### src/rtl/voice_allocator_pkg.sv
// Shared types and widths for the voice allocator slice.
// Envelope and controller state encodings live here.
package keyboard_pkg;

    localparam int NOTE_W = 8;
    localparam int SHIFT_W = 4;
    localparam logic [NOTE_W-1:0] NOTE_SILENT = 8'h00;

    typedef enum logic [1:0] {
        ENV_IDLE,
        ENV_ATTACK,
        ENV_SUSTAIN,
        ENV_RELEASE
    } env_state_t;

    typedef enum logic [1:0] {
        CTL_IDLE,
        CTL_MATCH,
        CTL_APPLY
    } ctl_state_t;

    typedef enum logic [2:0] {
        ACT_NONE,
        ACT_LOAD,
        ACT_RETRIG,
        ACT_RELEASE,
        ACT_HOLD
    } act_t;

    function automatic int max2(input int a, input int b);
        return (a > b) ? a : b;
    endfunction

endpackage

### src/rtl/voice_allocator_if.sv
// Event handshake and per-voice output bundle.
// master = event source / mixer side, slave = allocator.
interface voice_allocator_if
    import keyboard_pkg::*;
#(
    parameter int NUM_VOICES = 3
);
    logic                          ev_valid;
    logic                          ev_ready;
    logic                          ev_down;
    logic [NOTE_W-1:0]             ev_note;
    logic [NOTE_W*NUM_VOICES-1:0]  voice_note;
    logic [SHIFT_W*NUM_VOICES-1:0] voice_shift;
    logic [NUM_VOICES-1:0]         voice_active;

    modport master (
        output ev_valid, ev_down, ev_note,
        input  ev_ready, voice_note, voice_shift, voice_active
    );

    modport slave (
        input  ev_valid, ev_down, ev_note,
        output ev_ready, voice_note, voice_shift, voice_active
    );
endinterface

### src/rtl/voice_allocator_envelope.sv
// One voice slot: note register plus attack/sustain/release envelope.
// Controller strobes take priority over the envelope step.
module voice_envelope
    import keyboard_pkg::*;
#(
    parameter int ATTACK_TICKS  = 2500000,
    parameter int RELEASE_TICKS = 9868928,
    parameter int MAX_SHIFT     = 8
) (
    input  logic               clk,
    input  logic               reset,
    input  logic               i_load,
    input  logic               i_retrig,
    input  logic               i_release,
    input  logic               i_hold,
    input  logic               i_pedal_up,
    input  logic [NOTE_W-1:0]  i_note,
    output logic [NOTE_W-1:0]  o_note,
    output logic [SHIFT_W-1:0] o_shift,
    output env_state_t         o_state
);
    localparam int CNT_W = $clog2(max2(ATTACK_TICKS, RELEASE_TICKS) + 1);
    localparam logic [CNT_W-1:0] ATK_LAST = CNT_W'(ATTACK_TICKS - 1);
    localparam logic [CNT_W-1:0] REL_LAST = CNT_W'(RELEASE_TICKS - 1);
    localparam logic [SHIFT_W-1:0] SHIFT_MAX = SHIFT_W'(MAX_SHIFT);

    env_state_t         r_state;
    logic [SHIFT_W-1:0] r_shift;
    logic [CNT_W-1:0]   r_cnt;
    logic [NOTE_W-1:0]  r_note;
    logic               r_held;

    // Strobes first, then pedal release, then the envelope step.
    always_ff @(posedge clk or posedge reset) begin
        if (reset) begin
            r_state <= ENV_IDLE;
            r_shift <= SHIFT_MAX;
            r_cnt   <= '0;
            r_note  <= NOTE_SILENT;
            r_held  <= 1'b0;
        end else if (i_load) begin
            r_note  <= i_note;
            r_shift <= SHIFT_MAX;
            r_state <= ENV_ATTACK;
            r_cnt   <= '0;
            r_held  <= 1'b0;
        end else if (i_retrig) begin
            r_state <= ENV_ATTACK;
            r_cnt   <= '0;
            r_held  <= 1'b0;
        end else if (i_release) begin
            r_state <= ENV_RELEASE;
            r_cnt   <= '0;
            r_held  <= 1'b0;
        end else if (i_hold) begin
            r_held  <= 1'b1;
        end else if (i_pedal_up && r_held) begin
            r_state <= ENV_RELEASE;
            r_cnt   <= '0;
            r_held  <= 1'b0;
        end else begin
            unique case (r_state)
                ENV_IDLE: begin
                    r_cnt <= '0;
                end
                ENV_ATTACK: begin
                    if (r_cnt == ATK_LAST) begin
                        r_cnt <= '0;
                        if (r_shift <= SHIFT_W'(1)) begin
                            r_shift <= '0;
                            r_state <= ENV_SUSTAIN;
                        end else begin
                            r_shift <= r_shift - SHIFT_W'(1);
                        end
                    end else begin
                        r_cnt <= r_cnt + CNT_W'(1);
                    end
                end
                ENV_SUSTAIN: begin
                    r_shift <= '0;
                    r_cnt   <= '0;
                end
                ENV_RELEASE: begin
                    if (r_cnt == REL_LAST) begin
                        r_cnt <= '0;
                        if (r_shift >= SHIFT_MAX - SHIFT_W'(1)) begin
                            r_shift <= SHIFT_MAX;
                            r_state <= ENV_IDLE;
                            r_note  <= NOTE_SILENT;
                        end else begin
                            r_shift <= r_shift + SHIFT_W'(1);
                        end
                    end else begin
                        r_cnt <= r_cnt + CNT_W'(1);
                    end
                end
            endcase
        end
    end

    assign o_note  = r_note;
    assign o_shift = r_shift;
    assign o_state = r_state;
endmodule

### src/rtl/voice_allocator.sv
// Voice allocator: match/allocate/steal controller with LRU ranks.
// Optional macro SUSTAIN_PEDAL_EN adds the sustain_pedal input.
module voice_allocator
    import keyboard_pkg::*;
#(
    parameter int NUM_VOICES    = 3,
    parameter int ATTACK_TICKS  = 2500000,
    parameter int RELEASE_TICKS = 9868928,
    parameter int MAX_SHIFT     = 8
) (
    input logic clk,
    input logic reset,
`ifdef SUSTAIN_PEDAL_EN
    input logic sustain_pedal,
`endif
    voice_allocator_if.slave bus
);
    localparam int IDX_W = $clog2(NUM_VOICES);
    typedef logic [IDX_W-1:0] idx_t;

    ctl_state_t        r_ctl;
    logic              r_ready;
    logic              r_down;
    logic [NOTE_W-1:0] r_note;
    act_t              r_act;
    idx_t              r_tgt;
    idx_t              r_rank [NUM_VOICES];

    logic [NOTE_W-1:0]  w_note  [NUM_VOICES];
    logic [SHIFT_W-1:0] w_shift [NUM_VOICES];
    env_state_t         w_state [NUM_VOICES];
    logic w_hit;
    logic w_free;
    idx_t w_hit_idx;
    idx_t w_free_idx;
    idx_t w_old_idx;
    act_t w_act;
    idx_t w_tgt;
    logic w_pedal;
    logic w_pedal_up;

`ifdef SUSTAIN_PEDAL_EN
    logic r_pedal;

    // Previous pedal level, for the falling-edge release.
    always_ff @(posedge clk or posedge reset) begin
        if (reset) r_pedal <= 1'b0;
        else       r_pedal <= sustain_pedal;
    end

    assign w_pedal    = sustain_pedal;
    assign w_pedal_up = r_pedal & ~sustain_pedal;
`else
    assign w_pedal    = 1'b0;
    assign w_pedal_up = 1'b0;
`endif

    // Find same-note voice, lowest idle voice and oldest voice.
    always_comb begin
        w_hit      = 1'b0;
        w_hit_idx  = '0;
        w_free     = 1'b0;
        w_free_idx = '0;
        w_old_idx  = '0;
        for (int i = 0; i < NUM_VOICES; i++) begin
            if (w_state[i] != ENV_IDLE && w_note[i] == r_note) begin
                w_hit     = 1'b1;
                w_hit_idx = idx_t'(i);
            end
            if (w_state[i] == ENV_IDLE && !w_free) begin
                w_free     = 1'b1;
                w_free_idx = idx_t'(i);
            end
            if (r_rank[i] == idx_t'(NUM_VOICES - 1)) w_old_idx = idx_t'(i);
        end
    end

    // Pick the action and target voice for the latched event.
    always_comb begin
        w_act = ACT_NONE;
        w_tgt = w_hit_idx;
        if (r_note == NOTE_SILENT) begin
            w_act = ACT_NONE;
        end else if (r_down) begin
            if (w_hit) begin
                w_act = ACT_RETRIG;
            end else if (w_free) begin
                w_act = ACT_LOAD;
                w_tgt = w_free_idx;
            end else begin
                w_act = ACT_LOAD;
                w_tgt = w_old_idx;
            end
        end else if (w_hit && (w_state[w_hit_idx] == ENV_ATTACK ||
                               w_state[w_hit_idx] == ENV_SUSTAIN)) begin
            w_act = w_pedal ? ACT_HOLD : ACT_RELEASE;
        end
    end

    // Controller FSM: latch event, decide, apply and age LRU ranks.
    always_ff @(posedge clk or posedge reset) begin
        if (reset) begin
            r_ctl   <= CTL_IDLE;
            r_ready <= 1'b1;
            r_down  <= 1'b0;
            r_note  <= NOTE_SILENT;
            r_act   <= ACT_NONE;
            r_tgt   <= '0;
            for (int i = 0; i < NUM_VOICES; i++) r_rank[i] <= idx_t'(i);
        end else begin
            case (r_ctl)
                CTL_IDLE: begin
                    if (bus.ev_valid && r_ready) begin
                        r_note  <= bus.ev_note;
                        r_down  <= bus.ev_down;
                        r_ready <= 1'b0;
                        r_ctl   <= CTL_MATCH;
                    end
                end
                CTL_MATCH: begin
                    r_act <= w_act;
                    r_tgt <= w_tgt;
                    r_ctl <= CTL_APPLY;
                end
                CTL_APPLY: begin
                    r_ready <= 1'b1;
                    r_ctl   <= CTL_IDLE;
                    if (r_act == ACT_LOAD || r_act == ACT_RETRIG) begin
                        for (int i = 0; i < NUM_VOICES; i++) begin
                            if (idx_t'(i) == r_tgt)
                                r_rank[i] <= '0;
                            else if (r_rank[i] < r_rank[r_tgt])
                                r_rank[i] <= r_rank[i] + idx_t'(1);
                        end
                    end
                end
                default: begin
                    r_ctl   <= CTL_IDLE;
                    r_ready <= 1'b1;
                end
            endcase
        end
    end

    for (genvar g = 0; g < NUM_VOICES; g++) begin : g_voice
        logic w_sel;
        assign w_sel = (r_ctl == CTL_APPLY) && (r_tgt == idx_t'(g));

        voice_envelope #(
            .ATTACK_TICKS (ATTACK_TICKS),
            .RELEASE_TICKS(RELEASE_TICKS),
            .MAX_SHIFT    (MAX_SHIFT)
        ) u_env (
            .clk       (clk),
            .reset     (reset),
            .i_load    (w_sel && r_act == ACT_LOAD),
            .i_retrig  (w_sel && r_act == ACT_RETRIG),
            .i_release (w_sel && r_act == ACT_RELEASE),
            .i_hold    (w_sel && r_act == ACT_HOLD),
            .i_pedal_up(w_pedal_up),
            .i_note    (r_note),
            .o_note    (w_note[g]),
            .o_shift   (w_shift[g]),
            .o_state   (w_state[g])
        );
    end

    // Pack per-voice registers onto the output bus.
    always_comb begin
        bus.voice_note   = '0;
        bus.voice_shift  = '0;
        bus.voice_active = '0;
        for (int i = 0; i < NUM_VOICES; i++) begin
            bus.voice_note[i*NOTE_W +: NOTE_W]    = w_note[i];
            bus.voice_shift[i*SHIFT_W +: SHIFT_W] = w_shift[i];
            bus.voice_active[i] = (w_state[i] != ENV_IDLE);
        end
    end

    assign bus.ev_ready = r_ready;
endmodule

### src/flat_wrapper.sv
// flat-port wrapper written by rule: the top's interface ports become plain ports
module voice_allocator_flat import keyboard_pkg::*;
#(
    parameter int NUM_VOICES    = 3,
    parameter int ATTACK_TICKS  = 2500000,
    parameter int RELEASE_TICKS = 9868928,
    parameter int MAX_SHIFT     = 8
)
  (clk, reset, bus_ev_valid, bus_ev_down, bus_ev_note, bus_ev_ready, bus_voice_note, bus_voice_shift, bus_voice_active);
  voice_allocator_if #(.NUM_VOICES(NUM_VOICES)) bus_i ();
  input logic clk;
  input logic reset;
  input wire logic [$bits(bus_i.ev_valid)-1:0] bus_ev_valid;
  input wire logic [$bits(bus_i.ev_down)-1:0] bus_ev_down;
  input wire logic [$bits(bus_i.ev_note)-1:0] bus_ev_note;
  output wire logic [$bits(bus_i.ev_ready)-1:0] bus_ev_ready;
  output wire logic [$bits(bus_i.voice_note)-1:0] bus_voice_note;
  output wire logic [$bits(bus_i.voice_shift)-1:0] bus_voice_shift;
  output wire logic [$bits(bus_i.voice_active)-1:0] bus_voice_active;
  assign bus_i.ev_valid = bus_ev_valid;
  assign bus_i.ev_down = bus_ev_down;
  assign bus_i.ev_note = bus_ev_note;
  assign bus_ev_ready = bus_i.ev_ready;
  assign bus_voice_note = bus_i.voice_note;
  assign bus_voice_shift = bus_i.voice_shift;
  assign bus_voice_active = bus_i.voice_active;
  voice_allocator #(.NUM_VOICES(NUM_VOICES), .ATTACK_TICKS(ATTACK_TICKS), .RELEASE_TICKS(RELEASE_TICKS), .MAX_SHIFT(MAX_SHIFT)) u_core (.clk(clk), .reset(reset), .bus(bus_i));
endmodule
### config.mk
export PLATFORM = sky130hd
export DESIGN_NAME = voice_allocator_flat
export DESIGN_NICKNAME = d
export VERILOG_FILES = /design/src/rtl/voice_allocator_pkg.sv /design/src/rtl/voice_allocator_if.sv /design/src/rtl/voice_allocator_envelope.sv /design/src/rtl/voice_allocator.sv /design/src/flat_wrapper.sv
export SDC_FILE = /design/constraint.sdc
export NUM_CORES = 1
export LEC_CHECK = 0
export ABC_AREA = 1
export CAP_MARGIN = 5
export CORE_MARGIN = 2
export CORE_UTILIZATION = 60
export CTS_CLUSTER_SIZE = 16
export DETAILED_ROUTE_END_ITERATION = 6
export PLACE_DENSITY_LB_ADDON = 0.15
export REMOVE_ABC_BUFFERS = 1
export SYNTH_ARGS = -nofsm -noshare
export SYNTH_HDL_FRONTEND = slang
export SYNTH_SLANG_ARGS = --single-unit
### constraint.sdc
create_clock -name clk -period 6.1 [get_ports clk]
set_clock_uncertainty 0.05 [all_clocks]
set_input_delay 1.83 -clock clk [delete_from_list [all_inputs] [get_ports clk]]
set_output_delay 1.83 -clock clk [all_outputs]
set_load 0.005 [all_outputs]
==> results of run 1 <==
power by group through the flow:
stage | Combinational [W] | Sequential [W] | Clock, W
finish | 0.00148 | 0.00133 | 0.00108
global route | 0.00169 | 0.00136 | 0.00113
CTS | 0.00148 | 0.00133 | 0.00109
detailed placement | 0.00146 | 0.00134 | 0
global placement | 0.00144 | 0.00133 | 0
floorplan | 0.000985 | 0.00129 | 0
sequential cells by signal (all words and copies together), names as in the netlist:
register	count
u_core.g_voice.u_env.r_cnt	72
u_core.r_tgt	2
u_core.r_down	1
u_core.r_ctl	2
u_core.r_note	8
u_core.g_voice.u_env.o_shift	12
u_core.g_voice.u_env.o_note	24
u_core.r_rank	6
u_core.g_voice.u_env.o_state	6
u_core.r_act	2
u_core.bus.ev_ready	1
cell type report:
type | instances | area (um2) | share of cell area, %
inverter | 159 | 602 | 6.35
multi-input combinational | 801 | 4100 | 43.3
sequential | 136 | 3410 | 36.0
timing repair buffer | 52 | 518 | 5.47
clock buffer | 19 | 453 | 4.78
clock inverter | 13 | 169 | 1.78
tap | 176 | 220 | 2.32
worst max-delay path: stages (launching register included):
cell and delay (ps):
dfrtp_1 400, nor2_1 320, inv_1 160, clkdlybuf4s50_1 470
through the flow:
step | setup slack (ps) | cell area (um2) | hold WS (ps)
3_5_place_dp | 2570 | 8850 | 400
2_1_floorplan | 590 | 8110 | 375
3_3_place_gp | 2590 | 8850 | 393
6_report | 2450 | 9470 | 405
4_1_cts | 2450 | 9470 | 408
5_1_grt | 2350 | 9470 | 449
Yosys cell counts, types with 8 or more instances:
cell,instances,area [um2]
nor2_2,14,87.6
o22ai_1,10,62.6
nand2_1,262,983
inv_1,146,548
a21oi_1,24,120
xnor2_1,10,87.6
xor2_1,33,289
nor3_1,31,155
nand3_2,8,80.1
nor2_1,168,631
o21ai_0,55,275
dfrtp_1,130,3250
nor4_1,10,62.6
inv_2,13,48.8
ha_1,20,250
nand4_1,21,131
nor3_2,10,100
nand3_1,80,400
worst paths after layout:
check                                                   start                                  to  slack (ps)  cells past startpoint
max                        u_core.g_voice[1].u_env.o_state[0]                 bus_voice_active[1]        2450                      3
min                          u_core.g_voice[2].u_env.r_cnt[0]    u_core.g_voice[2].u_env.r_cnt[0]         400                      1
max reg2reg                                   u_core.r_tgt[1]  u_core.g_voice[0].u_env.o_state[1]        3530                     10
min reg2reg                  u_core.g_voice[2].u_env.r_cnt[0]    u_core.g_voice[2].u_env.r_cnt[0]         400                      1
max in group asynchronous                               reset  u_core.g_voice[1].u_env.o_state[1]        3110                      3
min in group asynchronous                               reset    u_core.g_voice[1].u_env.r_cnt[2]        1960                      2
routing by layer:
metal | up-vias | GRT usage, %
met3 | 35 | 5.99
met1 | 3465 | 37.0
li1 | 3670 | -
met4 | 2 | 7.56
met2 | 167 | 48.2
met5 | - | 0
logic make-up after synthesis:
group,count (synthesis)
mux,1
simple gates,633
fa+ha+maj,20
compound gates,104
xor+xnor,43
flops,136
buf+inv,172
==> metrics.md, run 1 <==
| Metric | Value |
|---|---|
| CTS tree | yes |
| Post CTS Setup Buffer Count | 0 |
| EDFF count, synth | 0 |
| Residual DRC count | 0 |
| WP data required | 4220 ps |
| Clock H-tree levels | 4 |
| Crit path DAT | 1770 ps |
| Post-CTS Resized | 0 |
| CTS buffer count | 17 |
| Final layout net count | 1199 |
| Final setup fails | 0 |
| Register area share after synthesis | 41.7% |
| Initial Util | 61.6% |
| Dpl cells | 1324 |
| Gpl congestion | 0.942 |
| Switching share of power | 39.3% |
| Global route overflow | 0 |
| Post-Synth Simple-Gate Area | 35.4% |
| Ant diodes | 0 |
| RSZ-0062 raised after global routing | false |
| Post-synth ARST share | 100% |
| Sequential Power Share | 34.3% |
| GRT Total Usage | 28.4% |
| Leakage power | 4.28 nW |
| Nature of the critical path startpoint | flip-flop |
| Hpwl dp | 13700 um |
| Peak VDD IR | 0.000291 V |
| Die height | 121 um |
| Setup tns final | 0 ps |
| Clock share of power | 27.7% |
| Worst skew pair latency | 430 ps |
| Status | complete, no violations |
| Vias per cell | 5.41 |
| CTS Sinks | 136 |
| Number of max-cap violations | 0 |
| Synth Area in XOR/XNOR | 4.60% |
| Mapped Area | 8190 um2 |
| Most frequent cells in the layout | nand2_1 (262), nor2_1 (168), inv_1 (145), dfrtp_1 (130), nand3_1 (80) |
| Met2 wire length | 9490 um |
| Syn. warnings | 0 |
| P_sw | 0.00153 W |
| Top sig layer | met5 |
| Drt pass-1 iters | 5 |
| Cell variety after synth | 42 |
| Die area | 14600 um2 |
| CTS clock-pin slew for the worst setup and hold paths | 60 ps |
| Rel. slew slack | 36.5% |
| Layout area overhead | 15.7% |
| Number of global-route vias before repair | 7011 |
| Routed Antenna Nets | 0 |
| Met3 wire length | 766 um |
| Final worst-path cycle share | 59.8% |
| # fillers | 1100 |
| # IOs | 52 |
| Multiplexer area fraction after synthesis | 0.138% |
| Die X | 121 um |
| Largest family of logic cells by synthesized area | simple AND/OR/NAND/NOR gates |
| Initial antenna violation count | 1 |
| Compound-gate portion of the synthesized area | 6.88% |
| Drt first-iter violations | 674 |
| Non-filler cells, final | 1356 |
| Comb pwr share | 38.0% |
| Maximum clock path buffer count | 2 |
| Fmax achieved | 0.274 GHz |
| Cell row count | 42 |
| Clk root buf | clkbuf_16 |
| Final Power | 0.00389 W |
| Post-route core utilization | 71.2% |
| Commonest non-fill, non-tap cell in the layout | nand2_1 |
| First-pass GRT wire length | 33000 um |
| Routed WL per cell | 14.3 um |
| Hold Buf Count CTS | 0 |
| Hold crit path type | reg2reg |
| Share of cells above drive strength 1 | 9.07% |
| Tmin final | 3650 ps |
| Via count | 7339 |
| Setup crit end kind | primary output |
| Int Pwr | 0.00237 W |
| Max-slew violations | 0 |
| Final Hold Fails | 0 |
| Worst-path maximum fanout | 4 |
| Yosys reg bits | 136 |
| Cells after Synth | 1109 |
| Slew at the pin with the worst max-slew slack | 953 ps |
| Post-synthesis adder-cell area fraction | 3.06% |
| Pin count of the biggest net entering global routing | 109 |
| Buffers added on ports | 51 |
| PD cells | 411 nW/um2 |
| Crit Path Category | reg2out |
| Top_reg_cell synth | dfrtp_1 |
| CORE AREA | 13300 um2 |
| Drt total wl | 19400 um |
| Metal-1 WL | 8770 um |
| Post-Syn Area per Cell | 7.38 um2 |
Power figures use the tool's default switching activity.
==> run 2: changes to the inputs <==
clock period = 3.8 ns   (was 6.1 ns; I/O delays follow)
==> run 2 against run 1 <==
Compared with the run above: sequential power rose by 61%; sequential share of layout area barely moved; flip-flop and latch count did not move; setup slack got worse by 1600 ps; critical path depth did not move; combinational power rose by 61%; final cell count rose by 0.15%; register-to-register slack got worse by 2000 ps; total power rose by 57%; count of clock-buffer cells in the layout rose by 4; core utilization barely moved; first-iteration DRC count fell by 19%; highest routed layer is now met4.
==> metrics.md, run 2 (synthesis results as in run 1) <==
| Metric | Value |
|---|---|
| Reg2Reg Setup Slack | 1560 ps |
| Hold crit path type | reg2reg |
| Initial antenna violation count | 0 |
| Sequential Power Share | 35.0% |
| Leakage power | 4.30 nW |
| Cell row count | 42 |
| Final layout net count | 1201 |
| CTS buffer count | 17 |
| CTS Sinks | 136 |
| Die area | 14600 um2 |
| Initial Util | 61.6% |
| Register with the most flip-flops | u_core.g_voice.u_env.r_cnt |
| P_sw | 0.00238 W |
| Residual DRC count | 0 |
| First-pass GRT wire length | 32600 um |
| WP data required | 2610 ps |
| # fillers | 1140 |
| CTS clock-pin slew for the worst setup and hold paths | 60 ps |
| Worst setup margin | 852 ps |
| Max-slew violations | 0 |
| Ant diodes | 0 |
| # IOs | 52 |
| Worst slack, placed | 1300 ps |
| Post-CTS Resized | 0 |
| Int Pwr | 0.00374 W |
| Rel. slew slack | 61.2% |
| Peak VDD IR | 0.000400 V |
| Post CTS Setup Buffer Count | 0 |
| Pin count of the biggest net entering global routing | 61 |
| Status | complete, no violations |
| Die X | 121 um |
| Global route overflow | 0 |
| Drt pass-1 iters | 5 |
| CORE AREA | 13300 um2 |
| PD cells | 647 nW/um2 |
| Number of global-route vias before repair | 7082 |
| RSZ-0062 raised after global routing | false |
| Worst-path maximum fanout | 4 |
| Drt first-iter violations | 544 |
| Clk root buf | clkbuf_16 |
| Setup crit end kind | primary output |
| Layout area overhead | 15.6% |
| Hold Buf Count CTS | 0 |
| Fmax achieved | 0.339 GHz |
| Tmin final | 2950 ps |
| Final worst-path cycle share | 77.6% |
| Crit path DAT | 1760 ps |
| Maximum clock path buffer count | 2 |
| Post-route core utilization | 71.2% |
| Most frequent cells in the layout | nand2_1 (262), nor2_1 (168), inv_1 (145), dfrtp_1 (130), nand3_1 (80) |
| Slew at the pin with the worst max-slew slack | 579 ps |
| Nature of the critical path startpoint | flip-flop |
| Share of cells above drive strength 1 | 8.97% |
| CTS tree | yes |
| Final setup fails | 0 |
| Gpl congestion | 0.964 |
| Crit Path Category | reg2out |
| Drt total wl | 18900 um |
| Switching share of power | 38.9% |
| Number of max-cap violations | 0 |
| Via count | 7303 |
| Routed WL per cell | 13.9 um |
| Final Power | 0.00612 W |
| Worst skew pair latency | 420 ps |
| Commonest non-fill, non-tap cell in the layout | nand2_1 |
| Buffers added on ports | 51 |
| Hpwl dp | 13900 um |
| Die height | 121 um |
| Comb pwr share | 38.8% |
| Clock H-tree levels | 4 |
| Clock share of power | 26.2% |
| Vias per cell | 5.38 |
| GRT Total Usage | 28.1% |
| Routed Antenna Nets | 0 |
| Max reg flops | 72 |
| Final Hold Fails | 0 |
[run 2: area by class of cell]
| class | instances | area, um2 | area share (%) |
|---|---|---|---|
| Multi-Input combinational cell | 801 | 4100 | 43.3 |
| Sequential cell | 136 | 3410 | 36.0 |
| Inverter | 159 | 602 | 6.36 |
| Timing Repair Buffer | 54 | 558 | 5.90 |
| Clock buffer | 23 | 478 | 5.05 |
| Tap cell | 176 | 220 | 2.33 |
| Clock inverter | 9 | 97.6 | 1.03 |
[run 2: final timing paths]
| kind | startpoint | to | cells after the start |
|---|---|---|---|
| max | u_core.g_voice[1].u_env.o_state[0] | bus_voice_active[1] | 3 |
| min | u_core.g_voice[2].u_env.r_cnt[0] | u_core.g_voice[2].u_env.r_cnt[0] | 1 |
| max reg2reg | u_core.g_voice[2].u_env.r_cnt[0] | u_core.g_voice[2].u_env.r_cnt[16] | 12 |
| min reg2reg | u_core.g_voice[2].u_env.r_cnt[0] | u_core.g_voice[2].u_env.r_cnt[0] | 1 |
| max in group asynchronous | reset | u_core.g_voice[1].u_env.o_shift[3] | 3 |
| min in group asynchronous | reset | u_core.g_voice[2].u_env.r_cnt[2] | 2 |
[run 2: stage by stage]
stage	hold WS (ps)	TNS, ps	cell area (um2)	std cells
6_report	421	0	9470	1358
5_1_grt	433	0	9470	1358
4_1_cts	422	0	9470	1358
3_5_place_dp	407	0	8890	1326
3_3_place_gp	395	0	8890	1326
2_1_floorplan	375	-132750	8110	1096
[run 2: power by group through the flow]
stage	sequential [W]	combinational (W)	clock (W)
after global routing	0.00219	0.00274	0.00168
after floorplan	0.00207	0.00158	0
final	0.00214	0.00238	0.00161
after global placement	0.00215	0.00233	0
after detailed placement	0.00215	0.00236	0
after CTS	0.00214	0.00238	0.00162
[run 2: metal layers]
metal	vias to the layer above	GRT usage, %	wire length [um]
met5	-	0	0
met4	0	7.05	243
met3	25	6.46	923
met2	193	47.2	9220
met1	3404	36.8	8510
li1	3681	-	-
[run 2: critical path, stage by stage (launching register included)]
cell and delay, ps:
dfrtp_1 400, nor2_1 310, inv_1 150, clkdlybuf4s50_1 470
==> run 3: changes to the inputs <==
clock period = 2.9 ns   (was 3.8 ns; I/O delays follow)
==> run 3 against run 2 <==
Compared with the run above: total power up 34%; design area up 0.65%; critical path depth unchanged; highest routed layer unchanged; global-route usage up 0.88 points; hold slack worse by 11 ps; sequential power up 32%; largest power group unchanged; critical path type unchanged.
==> metrics.md, run 3 (synthesis results as in run 1) <==
| Metric | Value |
|---|---|
| Nature of the critical path startpoint | flip-flop |
| Crit path DAT | 1710 ps |
| Grt met2 use | 47.3% |
| Number of global-route vias before repair | 7035 |
| Share of cells above drive strength 1 | 9.44% |
| Tmin final | 2630 ps |
| CORE AREA | 13300 um2 |
| Final layout net count | 1205 |
| Gpl congestion | 0.934 |
| Layout area overhead | 16.4% |
| Commonest non-fill, non-tap cell in the layout | nand2_1 |
| Worst path cell trace | nor2_1 -> inv_1 -> clkdlybuf4s50_1 |
| Worst skew pair latency | 430 ps |
| Max reg flops | 72 |
| Die X | 121 um |
| First-pass GRT wire length | 33500 um |
| Status | complete, no violations |
| Final setup fails | 0 |
| Routed Antenna Nets | 0 |
| CTS tree | yes |
| Ant diodes | 0 |
| Fmax achieved | 0.380 GHz |
| Drt pass-1 iters | 5 |
| Post CTS Setup Buffer Count | 0 |
| Final worst-path cycle share | 90.8% |
| Global route overflow | 0 |
| Maximum clock path buffer count | 2 |
| Clock H-tree levels | 4 |
| Worst reg2reg startpoint | u_core.r_act[0] |
| Design Area, Final | 9530 um2 |
| Peak VDD IR | 0.000754 V |
| Most frequent cells in the layout | nand2_1 (262), nor2_1 (168), inv_1 (145), dfrtp_1 (130), nand3_1 (80) |
| Drt first-iter violations | 823 |
| Initial Util | 61.6% |
| HP Start | u_core.g_voice[2].u_env.r_cnt[0] |
| Hold_ws | 411 ps |
| Residual DRC count | 0 |
| # fillers | 1094 |
| Rel. slew slack | 62.9% |
| Via count | 7461 |
| Crit path from | u_core.g_voice[2].u_env.o_state[1] |
| Final Hold Fails | 0 |
| # IOs | 52 |
| Post-route core utilization | 71.7% |
| Hold Buf Count CTS | 0 |
| Hpwl dp | 14000 um |
| Placed instance area | 8920 um2 |
| CTS buffer count | 17 |
| Met1 Usage GRT | 38.8% |
| Final Power | 0.00821 W |
| Initial antenna violation count | 0 |
| GRT Total Usage | 29.0% |
| Register with the most flip-flops | u_core.g_voice.u_env.r_cnt |
| GRT Max-Usage Layer | met2 |
| Number of max-cap violations | 0 |
| Slew at the pin with the worst max-slew slack | 556 ps |
| Clk root buf | clkbuf_16 |
| Drt total wl | 19800 um |
| Setup crit end kind | primary output |
| Vias per cell | 5.48 |
| Crit Path Category | reg2out |
| CTS Sinks | 136 |
| Max-slew violations | 0 |
| WP data required | 1980 ps |
| Met3 GRT Util | 5.85% |
| Hold crit path type | reg2reg |
| Worst-path maximum fanout | 6 |
| Post-CTS Resized | 0 |
| Leakage power | 4.32 nW |
| Die area | 14600 um2 |
| Die height | 121 um |
| Slowest CP cell | clkdlybuf4s50_1 |
| Worst path max stage delay | 470 ps |
| Cell row count | 42 |
| RSZ-0062 raised after global routing | false |
| PD cells | 862 nW/um2 |
| Setup tns final | 0 ps |
| Routed WL per cell | 14.5 um |
| Pin count of the biggest net entering global routing | 37 |
| Buffers added on ports | 51 |
| CTS clock-pin slew for the worst setup and hold paths | 60 ps |
[run 3: cell count changes in the layout (fill, tap and decap cells not counted)]
cell / change
clkinv_4: +2
bufinv_16: +1
clkinvlp_4: +2
buf_4: +4
clkbuf_8: -1
clkbuf_1: -2
clkinv_2: -2
[run 3: path summary, 6_finish.rpt]
kind / to / slack, ps / cells past startpoint
worst min-delay path: u_core.g_voice[2].u_env.r_cnt[0] / 410 / 1
max in group asynchronous: u_core.g_voice[0].u_env.o_shift[3] / 1460 / 3
worst max register to register: u_core.g_voice[1].u_env.r_cnt[18] / 740 / 8
min in group asynchronous: u_core.g_voice[1].u_env.r_cnt[2] / 750 / 2
worst min register to register: u_core.g_voice[2].u_env.r_cnt[0] / 410 / 1
worst max-delay path: bus_voice_active[2] / 270 / 3
[run 3: layout make-up]
class | count | area (um2) | share of cell area (%)
multi-input combinational | 801 | 4100 | 43.0
clock inverter | 12 | 150 | 1.58
timing repair buffer | 58 | 588 | 6.17
tap | 176 | 220 | 2.31
inverter | 159 | 602 | 6.32
clock buffer | 20 | 457 | 4.79
sequential | 136 | 3410 | 35.8
[run 3: per-layer routing]
layer  vias to the layer above  share of wire [%]
met5                         -                  0
met4                         0                2.2
met3                        42                4.6
met2                       219                 48
met1                      3521                 45
li1                       3679                  -
[run 3: power by group]
part           switching, W  internal (W)
sequential         0.000503       0.00232
clock              0.000836       0.00139
combinational       0.00187       0.00129
total               0.00321       0.00500
[run 3: critical path, delay by kind of cell (launching register included)]
kind,cells,cell delay [ps]
buf+inv,2,600
flops,1,430
simple gates,1,270
[run 3: stage by stage]
stage          worst slack, ps  std cells
4_1_cts                    270       1362
6_report                   266       1362
5_1_grt                    174       1362
2_1_floorplan            -1650       1096
3_5_place_dp               695       1330
3_3_place_gp               752       1330
